File: src/rtl/palin_bit_collector.sv
// rtl/palin_bit_collector.sv - serial bit stream to N-bit word collector, MSB first
// Feeds the palindrome checker through a registered valid/ready word output.
module palin_bit_collector #(
  parameter int N = 9,
  localparam int CW = $clog2(N)
) (
  input  logic          clk,
  input  logic          rst,
  input  logic          bit_in,
  input  logic          bit_valid,
  output logic          bit_ready,
  input  logic          flush,
  output logic [N-1:0]  word_out,
  output logic          word_valid,
  input  logic          word_ready,
  output logic [CW-1:0] bit_count
);

  localparam logic [CW-1:0] LAST = CW'(N - 1);

  logic [N-2:0] sh;
  logic [N-1:0] next_word;
  logic         accept;
  logic         complete;

  assign next_word = {sh, bit_in};

  // Only the completing bit stalls, and only while the held word is not leaving.
  assign bit_ready = !((bit_count == LAST) && word_valid && !word_ready);
  assign accept    = bit_valid && bit_ready && !flush;
  assign complete  = accept && (bit_count == LAST);

  always_ff @(posedge clk) begin
    if (rst) begin
      sh         <= '0;
      bit_count  <= '0;
      word_out   <= '0;
      word_valid <= 1'b0;
    end else begin
      if (flush) begin
        sh        <= '0;
        bit_count <= '0;
      end else if (accept) begin
        sh        <= next_word[N-2:0];
        bit_count <= complete ? '0 : bit_count + 1'b1;
      end

      // A new word completing on the consume edge replaces the old one with no bubble.
      if (complete) begin
        word_out   <= next_word;
        word_valid <= 1'b1;
      end else if (word_valid && word_ready) begin
        word_valid <= 1'b0;
      end
    end
  end

endmodule
File: config.mk
export PLATFORM = sky130hd
export DESIGN_NAME = palin_bit_collector
export DESIGN_NICKNAME = d
export VERILOG_FILES = /design/src/rtl/palin_bit_collector.sv
export SDC_FILE = /design/constraint.sdc
export NUM_CORES = 1
export LEC_CHECK = 0
export CORE_MARGIN = 3
export CORE_UTILIZATION = 45
export CTS_BUF_LIST = sky130_fd_sc_hd__clkbuf_4
export DETAILED_ROUTE_END_ITERATION = 12
export PLACE_DENSITY = 0.77
export SKIP_CTS_REPAIR_TIMING = 1
export SYNTH_ARGS = -nofsm -noshare
export SYNTH_HDL_FRONTEND = slang
export SYNTH_SLANG_ARGS = --single-unit
File: constraint.sdc
create_clock -name clk -period 2 [get_ports clk]
set_input_delay 0.4 -clock clk [delete_from_list [all_inputs] [get_ports clk]]
set_output_delay 0.4 -clock clk [all_outputs]
set_load 0.01 [all_outputs]
# Yosys cells after proc, flatten, opt, wreduce, memory -nomap -nowiden
# Cells that the tools add are included.
# Widths: inputs -> output; s select.
# word_totals
regBits,22
inputBits,6
# op_classes
muxes,3
reduce_logical,11
n_eq_ne,1
addsub,1
# op_table
cell,count
$logic_and 1x1->1,6
$add 4x1->4 const B,1
$eq 4x4->1 const B,1
$mux 4,1
$logic_not 1->1,3
$mux 1,2
$reduce_bool 2->1,1
$reduce_or 2->1,1

# Depth between registers and ports, before layout
# Gate-level depths: netlist of run 1.
# depth
ltp_word,8
ltp_mapped,6
depth_no_buf,5

# Least setup slack after synthesis of run 1
# No wires, ideal clock.
# synth_path
kind,register to register
from,reg bit_count[0]
to,reg bit_count[2]
path_buffers,0
t_required_ns,1.930
period_less_slack_ns,1.503
setup_slack_ns,0.497
t_arrival_ns,1.433
path_stages_with_launch,6
cell_sequence,dfxtp_1 inv_1 ha_1 and3b_1 or4_1 a21oi_1
# synth_between
elab_chain_len,8
word_cells_on_any_way,9
# synth_rtl
element,line,text
from (decl),16,output logic [CW-1:0] bit_count
from (signal assigned),45,bit_count <= complete ? '0 : bit_count + 1'b1;
$eq 4x4->1,"29, 31",
$logic_and 1x1->1 (2 in series),29,assign bit_ready = !((bit_count == LAST) && word_valid && !word_ready);
$logic_not 1->1,29,
$logic_and 1x1->1 (2 in series),30,assign accept = bit_valid && bit_ready && !flush;
$logic_and 1x1->1,31,assign complete = accept && (bit_count == LAST);
$mux 4,45,
# Parallel ways exist; a longest one is shown, timed or not.
# A chain may end at the register's enable or synchronous reset.

# Worst setup path in the final report of run 1
# layout_path
from,reg bit_count[1]
to,out bit_ready
# layout_between
elab_chain_len,4
# layout_rtl
element,line,text
$eq 4x4->1,29,
$logic_and 1x1->1 (2 in series),29,
$logic_not 1->1,29,
to (decl),11,"output logic bit_ready,"
# Every way passes these cells.

==> flow_metrics.env, run 1 <==
export IMPL_status="finished clean"
export IMPL_yosysSeqAreaShare_pct=46.6
export IMPL_sequentialPowerShare_pct=52.7
export IMPL_grt_antenna_before_repair=0
export IMPL_powerDensity_nw_per_um2=665
export IMPL_switching_power_w=0.000167
export IMPL_postSynthCellCount=105
export IMPL_cts_tree="done"
export IMPL_vdd_drop_max_uv=524
export IMPL_vias=845
export IMPL_syn_nets=113
export IMPL_drtAntennaViolNets=0
export IMPL_fin_skew_ns=0.00302
export IMPL_path_cells="inv_1 -> ha_1 -> and3b_1 -> nand2_1 -> dlymetal6s2s_1"
export IMPL_post_route_period_util_pct=88.1
export IMPL_period_minus_slack_ns=1.76
export IMPL_placed_cell_area_um2=1200
export IMPL_fp_dieW_um=51.8
export IMPL_totalWireLength_um=2060
export IMPL_die_h_um=51.8
export IMPL_max_slew_margin_pct=70.5
export IMPL_dpl_hpwl_um=1470
export IMPL_layout_nets=137
export IMPL_num_fill_cells=141
export IMPL_grt_max_degree=14
export IMPL_tns_ns=0
export IMPL_ys_ff_latch=22
export IMPL_maxSlewViolCount=0
export IMPL_ys_types=22
export IMPL_h_tree_depth=1
export IMPL_max_stage_delay_ns=0.37
export IMPL_leakage_nw=0.427
export IMPL_crit_required_ns=1.60
export IMPL_p_comb_share_pct=6.6
export IMPL_slowest_stage="dfxtp_2"
export IMPL_core_area_um2=1860
export IMPL_drive_gt1_share_pct=10.9
export IMPL_grt_pass1_wl_um=3480
export IMPL_first_pass_iters=4
export IMPL_clock_power_share_pct=40.7
export IMPL_numCtsBuffers=3
export IMPL_cp_endpoint="bit_ready"
export IMPL_rrSetupSlack_ns=0.34
export IMPL_sw_frac_of_total_pct=20.0
export IMPL_max_cap_violations=0
export IMPL_r2r_end="bit_count[2]"
export IMPL_drc=0
export IMPL_grt_overflow_total=0
export IMPL_synthXorXnorAreaFrac_pct=0
export IMPL_cp_end_kind="output pin"
export IMPL_start_kind="flop"
export IMPL_hold_depth=2
export IMPL_clk_pin_slew_ns=0.12
export IMPL_setup_viol=0
export IMPL_final_area_um2=1260
export IMPL_final_common_cell="dfxtp_1"
export IMPL_cts_root_buf="clkbuf_4"
export IMPL_rsz0062_at_grt="false"
export IMPL_clkLatencyLatePin_ns=0.31
export IMPL_grt_pass1_vias=760
export IMPL_crit_type="flop to output pin"
export IMPL_synth_top_family_by_area="simple AND/OR/NAND/NOR gates"
export IMPL_power_total_w=0.000836
export IMPL_fin_ws_ns=0.237
export IMPL_via_per_inst=5.52
export IMPL_r2r_start="bit_count[1]"
export IMPL_hold_viol=0
export IMPL_syn_cell_area_um2=945
export IMPL_clock_sinks=22
export IMPL_syn_area_per_cell_um2=9.00
export IMPL_yosysWarnings=0
export IMPL_p_int_w=0.000668
export IMPL_diodes=0
export IMPL_hp_class="flop to flop"
export IMPL_cp_arrival_ns=1.36
export IMPL_synth_compound_area_share_pct=18.0
export IMPL_syn2layout_area_growth_pct=33.0
export IMPL_synth_adder_area_share_pct=2.65
export IMPL_crit_buf_inv=2
export IMPL_muxShareOfSynthArea_pct=8.48
export IMPL_drt_iter0_drc=29
export IMPL_timing_fmax_mhz=567
export IMPL_clock_path_buffers=2
export IMPL_crit_cells=5
export IMPL_startpoint="bit_count[1]"
export IMPL_synthSimpleGateAreaFrac_pct=19.2
export IMPL_worst_pin_slew_ns=0.441
export IMPL_dieArea_um2=2680
export IMPL_io_buffers=20
export IMPL_cp_max_fo=4
export IMPL_crit_family="flip-flops"
export IMPL_final_cell_mix="dfxtp_1, clkdlybuf4s50_1, a21oi_1"
export IMPL_io_pins=21
export IMPL_rows=15
export IMPL_wl_per_cell_um=13.4
export IMPL_grt_usage_pct=17.5
export IMPL_start_util_pct=50.8
export IMPL_gp_congestion=0.815
export IMPL_dp_slack_ns=0.0246
export IMPL_r2r_cells=6
## metal layers
layer | part of all wire, % | GRT usage, % | wire length [um]
met1 | 50 | 25.4 | 1020
met4 | 1.7 | 7.86 | 34
met3 | 3.9 | 2.58 | 80
met5 | 0 | 0 | 0
met2 | 45 | 25.4 | 920
## cell usage after synthesis
| library cell | number | area (um2) |
|---|---|---|
| ha_1 | 2 | 25.0 |
| mux2i_1 | 8 | 80.1 |
| nand2_1 | 11 | 41.3 |
| nor3_1 | 1 | 5.00 |
| buf_2 | 2 | 10.0 |
| o31ai_1 | 11 | 82.6 |
| nand2b_1 | 2 | 12.5 |
| a21oi_1 | 13 | 65.1 |
| dfxtp_1 | 22 | 440 |
| clkbuf_1 | 7 | 26.3 |
| nor2_1 | 3 | 11.3 |
| o21ai_0 | 1 | 5.00 |
| a311oi_1 | 1 | 8.76 |
| and3b_1 | 1 | 8.76 |
| inv_1 | 3 | 11.3 |
| o2111ai_1 | 1 | 8.76 |
| nand3b_1 | 1 | 7.51 |
| nand4_1 | 9 | 56.3 |
| or2_2 | 1 | 6.26 |
| nor2b_1 | 2 | 12.5 |
| or4_1 | 2 | 15.0 |
| nand3_1 | 1 | 5.00 |
## metrics by stage
stage          utilization, %  cells  hold WS, ns
2_1_floorplan               -    105        0.435
3_3_place_gp             64.6    149        0.445
3_5_place_dp             64.6    149        0.458
4_1_cts                  67.4    153        0.471
5_1_grt                  67.6    153        0.492
6_report                 67.6    153        0.473
## logic make-up (layout without fill, tap and decap cells)
group                      count (synthesis)  after routing
DFF                                       22             22
adders and majority gates                  2              2
buffers and inverters                     12             35
muxes                                      8              8
AOI/OAI and AO/OA                         27             27
and+or+nand+nor                           34             34
## power groups by stage
stage	registers, W	clock network [W]	logic [W]
after detailed placement	0.000451	0	0.0000536
after CTS	0.000441	0.000346	0.0000540
after floorplan	0.000452	0	0.0000257
after global routing	0.000441	0.000362	0.0000586
after global placement	0.000450	0	0.0000526
final	0.000441	0.000340	0.0000549
## worst min path at each step
| stage | startpoint | to | slack, ns |
|---|---|---|---|
| 6_report | sh[7] | word_out[8] | 0.47 |
| 5_1_grt | sh[7] | word_out[8] | 0.49 |
| 4_1_cts | sh[7] | word_out[8] | 0.47 |
| 3_5_place_dp | sh[7] | sh[7] | 0.46 |
| 3_3_place_gp | sh[7] | sh[7] | 0.45 |
| 2_1_floorplan | sh[7] | sh[7] | 0.44 |
## registers in the layout, summed over array words and instances (netlist names)
name        cells
sh              8
bit_count       4
word_out        9
word_valid      1
## worst min-delay path, stage by stage (launching register included)
cell and delay, ns:
dfxtp_1 0.33, nand4_1 0.06, a21oi_1 0.05
## final cells by class
cell class	count	area [um2]	share of cell area (%)
clock inverter	1	30.0	2.39
multi-input combinational	71	457	36.4
clock buffer	3	22.5	1.79
inverter	3	11.3	0.896
sequential	22	442	35.2
tap	25	31.3	2.49
timing repair buffer	28	263	20.9
(Power assumes the default switching activity.)
==> inputs of run 2 (changes only) <==
- GPL_ROUTABILITY_DRIVEN: unset -> 1
==> results of run 2 <==
Final layout, timing and power as in run 1 (identical DEF).
==> inputs of run 3 (changes only) <==
- CTS_CLUSTER_DIAMETER: unset -> 60
==> results of run 3 <==
Final layout, timing and power as in run 1 (identical DEF).
